[config.mk]
export PLATFORM = sky130hd
export DESIGN_NAME = ntsc_pattern_sequencer
export DESIGN_NICKNAME = d
export VERILOG_FILES = /design/src/rtl/ntsc_pattern_pkg.sv /design/src/rtl/ntsc_pattern_core.sv /design/src/rtl/ntsc_pattern_sequencer.sv
export SDC_FILE = /design/constraint.sdc
export NUM_CORES = 1
export LEC_CHECK = 0
export CORE_MARGIN = 1
export CORE_UTILIZATION = 44
export DETAILED_ROUTE_END_ITERATION = 6
export GPL_TIMING_DRIVEN = 0
export PLACE_DENSITY = 0.81
export SETUP_SLACK_MARGIN = 0.15
export SYNTH_ARGS = -nofsm -noshare
export SYNTH_HDL_FRONTEND = slang
export SYNTH_SLANG_ARGS = --single-unit
[constraint.sdc]
create_clock -name clk -period 1.8 [get_ports clk]
set_clock_uncertainty 0.15 [all_clocks]
set_input_delay 0.18 -clock clk [delete_from_list [all_inputs] [get_ports clk]]
set_output_delay 0.18 -clock clk [all_outputs]
set_load 0.01 [all_outputs]
[src/rtl/ntsc_pattern_pkg.sv]
// Shared definitions for the NTSC test-pattern sequencer: mode codes, colour-bar
// flags and the auto-cycle successor function.
package ntsc_pattern_pkg;

    localparam logic [2:0] MODE_EXT       = 3'd0;
    localparam logic [2:0] MODE_BARS      = 3'd1;
    localparam logic [2:0] MODE_PALETTE   = 3'd2;
    localparam logic [2:0] MODE_CHECKER   = 3'd3;
    localparam logic [2:0] MODE_RAMP      = 3'd4;
    localparam logic [2:0] MODE_SCROLL    = 3'd5;
    localparam logic [2:0] MODE_COMPOSITE = 3'd6;
    localparam logic [2:0] MODE_SOLID     = 3'd7;

    // {R,G,B} on/off per bar; element 0 is the leftmost bar (white).
    localparam logic [7:0][2:0] BAR_FLAGS = {
        3'b000, 3'b001, 3'b100, 3'b101, 3'b010, 3'b011, 3'b110, 3'b111
    };

    // Auto-cycle walks 1..7 and wraps; EXT is never entered automatically.
    function automatic logic [2:0] next_mode(input logic [2:0] m);
        return (m == MODE_SOLID || m == MODE_EXT) ? MODE_BARS : m + 3'd1;
    endfunction

endpackage

[src/rtl/ntsc_pattern_core.sv]
// Combinational pattern generator: maps pixel position, scroll offset and the
// committed mode onto one packed {R,G,B} colour.
module ntsc_pattern_core
    import ntsc_pattern_pkg::*;
#(
    parameter int R_BITS   = 3,
    parameter int G_BITS   = 3,
    parameter int B_BITS   = 2,
    parameter int H_ACTIVE = 512,
    parameter int BAND_H   = 48,
    localparam int RGB_W   = R_BITS + G_BITS + B_BITS,
    localparam int XW      = $clog2(H_ACTIVE)
) (
    input  logic [9:0]       x,
    input  logic [8:0]       y,
    input  logic [XW-1:0]    scroll,
    input  logic [RGB_W-1:0] ext_rgb,
    input  logic [2:0]       mode,
    output logic [RGB_W-1:0] color
);

    localparam int PW = XW + RGB_W;

    function automatic logic [RGB_W-1:0] expand_flags(input logic [2:0] f);
        return {{R_BITS{f[2]}}, {G_BITS{f[1]}}, {B_BITS{f[0]}}};
    endfunction

    logic [XW-1:0]    w_xt;
    logic [XW-1:0]    w_xs;
    logic [PW-1:0]    w_xpad;
    logic [RGB_W-1:0] w_bars;
    logic [RGB_W-1:0] w_sbars;
    logic [RGB_W-1:0] w_palette;
    logic [RGB_W-1:0] w_ramp;
    logic [RGB_W-1:0] w_checker;
    logic             w_unused_bits;

    assign w_xt = x[XW-1:0];
    assign w_xs = w_xt + scroll;

    // Zero padding below x left-justifies it when the line is narrower than RGB_W.
    assign w_xpad    = {w_xt, {RGB_W{1'b0}}};
    assign w_palette = w_xpad[PW-1 -: RGB_W];
    assign w_ramp    = {w_xpad[PW-1 -: R_BITS], w_xpad[PW-1 -: G_BITS], w_xpad[PW-1 -: B_BITS]};

    assign w_bars    = expand_flags(BAR_FLAGS[w_xt[XW-1 -: 3]]);
    assign w_sbars   = expand_flags(BAR_FLAGS[w_xs[XW-1 -: 3]]);
    assign w_checker = {RGB_W{x[4] ^ y[4]}};

    assign w_unused_bits = &{1'b0, x[9:XW], w_xpad[RGB_W-1:0]};

    always_comb begin
        color = '0;
        case (mode)
            MODE_EXT:     color = ext_rgb;
            MODE_BARS:    color = w_bars;
            MODE_PALETTE: color = w_palette;
            MODE_CHECKER: color = w_checker;
            MODE_RAMP:    color = w_ramp;
            MODE_SCROLL:  color = w_sbars;
            MODE_COMPOSITE: begin
                if (int'(y) < BAND_H)
                    color = ext_rgb;
                else if (int'(y) < 4 * BAND_H)
                    color = w_palette;
                else
                    color = w_bars;
            end
            default:      color = '1;
        endcase
    end

endmodule

[src/rtl/ntsc_pattern_sequencer.sv]
// Test-pattern source for the NTSC encoder: frame-synchronous mode commit,
// optional auto-cycle, per-frame scroll and a registered RGB output.
module ntsc_pattern_sequencer
    import ntsc_pattern_pkg::*;
#(
    parameter int         R_BITS       = 3,
    parameter int         G_BITS       = 3,
    parameter int         B_BITS       = 2,
    parameter int         H_ACTIVE     = 512,
    parameter int         BAND_H       = 48,
    parameter int         DWELL_FRAMES = 120,
    parameter int         SCROLL_STEP  = 2,
    parameter logic [2:0] DEFAULT_MODE = 3'd6,
    localparam int        RGB_W        = R_BITS + G_BITS + B_BITS,
    localparam int        XW           = $clog2(H_ACTIVE)
) (
    input  logic             clk,
    input  logic             rst,
    input  logic [9:0]       x,
    input  logic [8:0]       y,
    input  logic             active_video,
    input  logic             frame_start,
    input  logic [RGB_W-1:0] ext_rgb,
    input  logic [2:0]       mode_in,
    input  logic             mode_load,
    input  logic             auto_en,
    output logic [RGB_W-1:0] rgb,
    output logic [2:0]       mode,
    output logic [XW-1:0]    scroll
);

    localparam int            DW         = $clog2(DWELL_FRAMES + 1);
    localparam logic [DW-1:0] DWELL_LAST = DW'(DWELL_FRAMES - 1);
    localparam logic [XW-1:0] STEP       = XW'(SCROLL_STEP);

    logic [RGB_W-1:0] r_rgb;
    logic [2:0]       r_mode;
    logic [2:0]       r_pending;
    logic [DW-1:0]    r_dwell;
    logic [XW-1:0]    r_scroll;
    logic             r_load_seen;
    logic [RGB_W-1:0] w_color;
    logic [2:0]       w_next;

    assign w_next = next_mode(r_mode);

    ntsc_pattern_core #(
        .R_BITS   (R_BITS),
        .G_BITS   (G_BITS),
        .B_BITS   (B_BITS),
        .H_ACTIVE (H_ACTIVE),
        .BAND_H   (BAND_H)
    ) u_core (
        .x       (x),
        .y       (y),
        .scroll  (r_scroll),
        .ext_rgb (ext_rgb),
        .mode    (r_mode),
        .color   (w_color)
    );

    // r_load_seen remembers a mid-frame load so auto-cycle commits it instead of advancing.
    always_ff @(posedge clk) begin
        if (!rst) begin
            r_rgb       <= '0;
            r_mode      <= DEFAULT_MODE;
            r_pending   <= DEFAULT_MODE;
            r_dwell     <= '0;
            r_scroll    <= '0;
            r_load_seen <= 1'b0;
        end else begin
            r_rgb <= active_video ? w_color : '0;
            if (frame_start) begin
                r_scroll    <= r_scroll + STEP;
                r_load_seen <= 1'b0;
                if (mode_load) begin
                    r_mode    <= mode_in;
                    r_pending <= mode_in;
                    r_dwell   <= '0;
                end else if (!auto_en) begin
                    r_mode <= r_pending;
                end else if (r_load_seen) begin
                    r_mode  <= r_pending;
                    r_dwell <= '0;
                end else if (r_dwell == DWELL_LAST) begin
                    r_dwell   <= '0;
                    r_mode    <= w_next;
                    r_pending <= w_next;
                end else begin
                    r_dwell <= r_dwell + 1'b1;
                end
            end else if (mode_load) begin
                r_pending   <= mode_in;
                r_dwell     <= '0;
                r_load_seen <= 1'b1;
            end
        end
    end

    assign rgb    = r_rgb;
    assign mode   = r_mode;
    assign scroll = r_scroll;

endmodule

==> results of run 1 <==
worst max-delay path by stage:
| stage | startpoint | end | cells past startpoint |
|---|---|---|---|
| after CTS | scroll[3]$_SDFFE_PN0P_ | rgb[2]$_SDFF_PN0_ | 6 |
| after floorplan | scroll[3]$_SDFFE_PN0P_ | rgb[2]$_SDFF_PN0_ | 6 |
| after global placement | x[6] | rgb[2]$_SDFF_PN0_ | 7 |
| after global routing | scroll[3]$_SDFFE_PN0P_ | rgb[2]$_SDFF_PN0_ | 6 |
| after detailed placement | x[6] | rgb[2]$_SDFF_PN0_ | 7 |
| final | scroll[2]$_SDFFE_PN0P_ | rgb[2]$_SDFF_PN0_ | 6 |
stage by stage:
| stage | cells | area (µm²) | power [mW] | util [%] | hold slack (ns) |
|---|---|---|---|---|---|
| 6_report | 381 | 3240 | 1.94 | 73.4 | 0.137 |
| 5_1_grt | 381 | 3240 | 2.03 | 73.4 | 0.188 |
| 4_1_cts | 376 | 3100 | 1.89 | 70.2 | 0.113 |
| 2_1_floorplan | 252 | 2190 | 1.06 | - | 0.158 |
| 3_5_place_dp | 351 | 2720 | 1.27 | 61.7 | 0.324 |
| 3_3_place_gp | 351 | 2720 | 1.26 | 61.7 | 0.307 |
repair_timing:
item / in CTS / in global routing
endpoints found under the setup margin: 19 / 27
resized for setup: 48 / 27
buffers inserted: 17 / 5
pin swaps: 28 / 16
routing by layer:
layer	vias to the layer above	track usage [%]	routed length, µm
li1	1081	-	-
met1	1057	31.5	2660
met2	99	42.4	3030
met3	18	4.91	379
met4	0	8.67	166
met5	-	0	0
cell type report:
type                       count  share of cell area (%)
multi-input combinational    205                    51.5
inverter                       7                    1.08
sequential                    30                    19.5
timing repair buffer          69                    20.0
clock buffer                   5                    2.12
buffer                        10                    3.28
clock inverter                 3                   0.502
tap                           52                    2.01
registers in the layout (all words and copies together) (netlist names):
register	count
r_pending	3
scroll	8
r_load_seen	1
rgb	8
r_dwell	7
mode	3
cells in the mapped netlist (3+ instances only):
| cell | n | area, µm² |
|---|---|---|
| xnor2_1 | 8 | 70.1 |
| dfxtp_1 | 30 | 601 |
| xor2_1 | 5 | 43.8 |
| a311oi_1 | 3 | 26.3 |
| o21ai_0 | 23 | 115 |
| nor2_1 | 21 | 78.8 |
| buf_4 | 3 | 22.5 |
| buf_2 | 4 | 20.0 |
| nand2_1 | 29 | 109 |
| a21oi_1 | 21 | 105 |
| and2_1 | 6 | 37.5 |
| a31oi_1 | 9 | 56.3 |
| a22oi_1 | 6 | 45.0 |
| mux2i_1 | 12 | 120 |
| nand3_1 | 3 | 15.0 |
| a21o_1 | 3 | 22.5 |
| inv_1 | 7 | 26.3 |
| ha_1 | 13 | 163 |
| nor2b_1 | 4 | 25.0 |
| a21boi_0 | 3 | 22.5 |
| or3_1 | 3 | 18.8 |
| nand4_1 | 4 | 25.0 |
cell families after synthesis:
family,after synthesis,share of synthesized area [%]
AO/OA/AOI/OAI,83,27.0
AND/OR/NAND/NOR,82,19.3
flip-flops,30,29.3
buffers and inverters,17,4.28
adder cells (fa/ha/maj),13,7.94
XOR/XNOR,13,5.56
multiplexers,13,6.41
other,1,0.183
tightest hold or removal path, delay by kind of cell:
| family | cells | cell delay, ns |
|---|---|---|
| AND/OR/NAND/NOR | 2 | 0.16 |
| buffers and inverters | 1 | 0.19 |
power by group through the flow:
stage	Combinational, mW	Sequential, mW	Clock [mW]
finish	0.664	0.723	0.549
CTS	0.620	0.721	0.545
global placement	0.523	0.738	0
floorplan	0.313	0.749	0
global route	0.718	0.727	0.582
detailed placement	0.531	0.740	0
==> results.yml, run 1 <==
timing:
  setup-tns-final_ns: -0.696
  finalHoldViolCount: 0
  min_period_over_period_pct: 109
  timing.fmax_mhz: 508
  rsz0062_at_grt: "true"
  finalCriticalPeriod_ns: 1.97
  drv_slew: 0
  layout_setup_ws_ns: -0.169
  report.final.setup_viol: 6
job:
  maxCapViolCount: 0
floorplanning:
  core_region_area_um2: 4410
  design.portCount: 56
  floorplan.die_area_um2: 4930
  starting_density_of_the_core_pct: 46.4
  die_h_um: 70.2
  rows: 24
  die_width_um: 70.2
logic_synthesis:
  netlist_area_pre_place_um2: 2050
  yosysWarnings: 0
  synth_cell_types: 48
  proportion_of_synthesized_flip_flops_having_asynchronous_set_or_reset_pct: 0
  post_synth.cell_area_avg_um2: 8.13
  synth-seq-area-share_pct: 29.3
  post_synth_inst_count: 252
  postSynth.topFlopCell: "dfxtp_1"
  synth_enable_flop_cells: 0
  postSynthRegisterBits: 30
  synthesis.nets: 301
setup_path:
  critPathMaxFanout: 4
  crit_arrival_ns: 2.02
  cp_slowest_stage_delay_ns: 0.39
  ff2ff_setup_slack_ns: -0.17
  critical_path.cell_chain: "ha_4 > nand4_1 > a211oi_2 > nor3_1 > or3b_4 > a31oi_1"
  timing.reg2reg.worst_path_depth: 6
  timing.setup.critical_path_class: "flop to flop"
  worst_r2r_endpoint: "rgb[2]$_SDFF_PN0_"
  cpLargestDelayFamily: "simple AND/OR/NAND/NOR gates"
  critical_path.reg2reg.startpoint: "scroll[2]$_SDFFE_PN0P_"
  critPathSlowestCell: "or3b_4"
  start_kind: "flop"
  critical_path_buf_inv_count: 0
  cp_data_required_time_ns: 1.85
  worstSetupEndpointType: "flop"
placement:
  place.gp.congestion: 0.915
  place.port_buffers: 47
  detailed_place_hpwl_um: 4120
  placement.setup.worst_slack_ns: -0.572
cells_and_area:
  num_antenna_cells: 0
  num-fill-cells: 307
  drive_gt1_share_pct: 28.6
  most_frequent_cells_in_the_layout: "clkdlybuf4s50_1 (35), nand2_1 (28), buf_4 (21), nor2_1 (19), dfxtp_1 (18)"
  layout_commonest_cell: "clkdlybuf4s50_1"
  multiInputGateArea_um2: 1670
  nNetsFinal: 377
  area.sequential_um2: 633
  areaGrowthSynthToFinish_pct: 58.2
drt:
  drt_pass1_iterations: 4
  routedWlPerCell_um: 16.3
  drc: 0
  postRouteAntennaNets: 0
  post_drt_via_cell_ratio: 5.92
  drt_wl_total_um: 6230
  initialDrtViolationCount: 329
  detailroute.via_count: 2255
grt:
  groute.usage.overall_pct: 25.1
  grt_start_max_net_pins: 11
  grt_overflow_total: 0
  number_of_antenna_violations_at_the_first_check_in_global_routing: 0
  first_global_vias: 2115
  grt_pass1_wl_um: 9920
clock_tree:
  ctsHoldBuffers: 0
  tritoncts.num_buffers: 5
  clockRootBuffer: "clkbuf_8"
  clkSlewWorstSetupHoldPaths_ns: 0.07
  cts_buffer_depth: 2
  cts.sinks: 30
  clock_latency_ns: 0.29
  tritoncts: "yes"
  clock_tree.htree_level_count: 2
power_and_ir_drop:
  static-leakage-power_nw: 1.30
  power_switching_share_pct: 32.9
  power_report.internal_total_mw: 1.30
  switchingPower_uw: 637
  seq_power_share_pct: 37.3
  power.share.combinational_pct: 34.3
  ir_worst_vdd_mv: 0.437
  power.density_cell_area_nw_per_um2: 598
  clockPowerShare_pct: 28.4
run_status:
  failing_checks: "negative setup slack"
  outcome: "finished with violations"
min_path:
  hold_path.startpoint: "mode_load"
  min_delay_worst_endpoint: "r_load_seen$_SDFFE_PP0P_"
  min_delay_path_depth: 3
  type_of_the_worst_min_delay_path: "input port to flop"
Note: power is estimated with default switching activity, not from simulation.
==> run 2, diff against run 1 <==
--- a/config.mk
+++ b/config.mk
@@ -6,10 +6,12 @@
 export NUM_CORES = 1
 export LEC_CHECK = 0
 export CORE_MARGIN = 1
-export CORE_UTILIZATION = 44
+export CORE_UTILIZATION = 25
+export CTS_BUF_LIST = sky130_fd_sc_hd__clkbuf_2 sky130_fd_sc_hd__clkbuf_4 sky130_fd_sc_hd__clkbuf_8
 export DETAILED_ROUTE_END_ITERATION = 6
 export GPL_TIMING_DRIVEN = 0
-export PLACE_DENSITY = 0.81
+export PLACE_DENSITY = 0.53
+export REMOVE_ABC_BUFFERS = 1
 export SETUP_SLACK_MARGIN = 0.15
 export SYNTH_ARGS = -nofsm -noshare
 export SYNTH_HDL_FRONTEND = slang
==> run 2 against run 1 <==
The run still ends with negative setup slack left. Setup slack better by 0.11 ns. Final area down 4.1%. Sequential share of layout area up 0.83 points. Die area up 74%. Flip-flop and latch count unchanged. Critical path type unchanged. Critical endpoint unchanged.
==> results.yml, run 2 (synthesis results as in run 1) <==
run_status:
  outcome: "finished with violations"
  failing_checks: "negative setup slack"
drt:
  initialDrtViolationCount: 122
  drt_wl_total_um: 5690
  post_drt_via_cell_ratio: 4.98
  postRouteAntennaNets: 0
  drt_pass1_iterations: 4
  routedWlPerCell_um: 13.6
  detailroute.via_count: 2076
  drc: 0
min_path:
  type_of_the_worst_min_delay_path: "flop to flop"
  min_delay_path_depth: 2
cells_and_area:
  most_frequent_cells_in_the_layout: "clkdlybuf4s50_1 (37), nand2_1 (28), o21ai_0 (19), nor2_1 (19), dfxtp_1 (18)"
  fin_cells: 417
  final_util_pct: 39.8
  nNetsFinal: 364
  num_antenna_cells: 0
  finished_layout_cell_area_um2: 3110
  areaGrowthSynthToFinish_pct: 51.7
  layout_commonest_cell: "clkdlybuf4s50_1"
  drive_gt1_share_pct: 23.2
floorplanning:
  design.portCount: 56
  die_width_um: 92.5
  core_region_area_um2: 7810
  floorplan.die_area_um2: 8560
  starting_density_of_the_core_pct: 26.2
  die_h_um: 92.5
  rows: 32
setup_path:
  critical_path.cell_chain: "ha_4 > nand4_1 > a211oi_2 > nor3_1 > or3b_1 > a31oi_1"
  timing.reg2reg.worst_path_depth: 6
  worstSetupEndpointType: "flop"
  cp_slowest_stage_delay_ns: 0.39
  start_kind: "flop"
  cp_data_required_time_ns: 1.85
  timing.setup.critical_path_class: "flop to flop"
  critPathMaxFanout: 3
  critPathSlowestCell: "or3b_1"
  ff2ff_setup_slack_ns: -0.05
  crit_arrival_ns: 1.91
timing:
  layout_setup_ws_ns: -0.0542
  setup-tns-final_ns: -0.202
  timing.max_slew.rel_slack_pct: 54.7
  rsz0062_at_grt: "true"
  report.final.setup_viol: 6
  worst_slew_pin_slew_ns: 0.677
  worst_hold_margin_ns: 0.333
  timing.fmax_mhz: 539
  finalCriticalPeriod_ns: 1.85
  drv_slew: 0
  finalHoldViolCount: 0
  min_period_over_period_pct: 103
clock_tree:
  tritoncts: "yes"
  cts_buffer_depth: 2
  tritoncts.num_buffers: 5
  ctsHoldBuffers: 0
  clock_latency_ns: 0.28
  clockRootBuffer: "clkbuf_8"
  clock_tree.htree_level_count: 2
  cts.sinks: 30
  clkSlewWorstSetupHoldPaths_ns: 0.07
placement:
  placed_cells: 392
  detailed_place_hpwl_um: 4090
  placed_cell_area_um2: 2590
  placement.setup.worst_slack_ns: -0.609
  place.gp.congestion: 0.859
  place.port_buffers: 48
power_and_ir_drop:
  ir_worst_vdd_mv: 0.210
  static-leakage-power_nw: 1.18
  power.total_mw: 1.83
  power.density_cell_area_nw_per_um2: 589
grt:
  groute.usage.overall_pct: 13.5
  first_global_vias: 1912
  grt_overflow_total: 0
  grt_start_max_net_pins: 20
  grt_pass1_wl_um: 9090
  number_of_antenna_violations_at_the_first_check_in_global_routing: 0
job:
  maxCapViolCount: 0
run 2: cell count changes in the layout (fill, tap and decap cells not counted), sizes merged:
cell           change
buf               -12
clkdlybuf4s50      +2
clkbuf             -2
dlymetal6s2s       -2
inv                +1
dlygate4sd2        +1
clkinvlp           -2
run 2: worst paths after layout:
kind	startpoint	to
max	scroll[3]$_SDFFE_PN0P_	rgb[2]$_SDFF_PN0_
min	r_pending[1]$_SDFFE_PN1P_	r_pending[1]$_SDFFE_PN1P_
max reg2reg	scroll[3]$_SDFFE_PN0P_	rgb[2]$_SDFF_PN0_
min reg2reg	r_pending[1]$_SDFFE_PN1P_	r_pending[1]$_SDFFE_PN1P_
run 2: worst max-delay path, delay by kind of cell (launching register included):
kind / cells / cell delay (ns)
AO/OA/AOI/OAI: 2 / 0.40
adder cells (fa/ha/maj): 1 / 0.27
AND/OR/NAND/NOR: 3 / 0.60
flip-flops: 1 / 0.35
run 2: cell type report:
| type | count | area, µm² |
|---|---|---|
| Sequential cell | 30 | 633 |
| Inverter | 7 | 31.3 |
| Multi-Input combinational cell | 205 | 1630 |
| Clock inverter | 2 | 10.0 |
| Tap cell | 102 | 128 |
| Clock buffer | 5 | 68.8 |
| Fill cell | 817 | 4700 |
| Timing Repair Buffer | 66 | 611 |
run 2: power by group:
group	total, mW	switching, mW	leakage [nW]	internal [mW]
combinational	0.594	0.290	0.887	0.304
clock	0.508	0.249	0.0438	0.259
sequential	0.731	0.0332	0.251	0.697
total	1.83	0.572	1.18	1.26
run 2: repair_timing:
action | in CTS | in global routing
endpoints found under the hold margin | 0 | 0
setup endpoints to repair | 26 | 17
setup buffers | 11 | 7
resized for setup | 59 | 22
pin swaps | 14 | 19
run 2: routing by layer:
layer  up-vias  part of all wire [%]  GRT usage (%)
met5         -                     0              0
met4         0                   1.5           4.95
met3         9                   5.6           3.86
met2        60                    48           22.7
met1       959                    45           16.4
li1       1048                     -              -
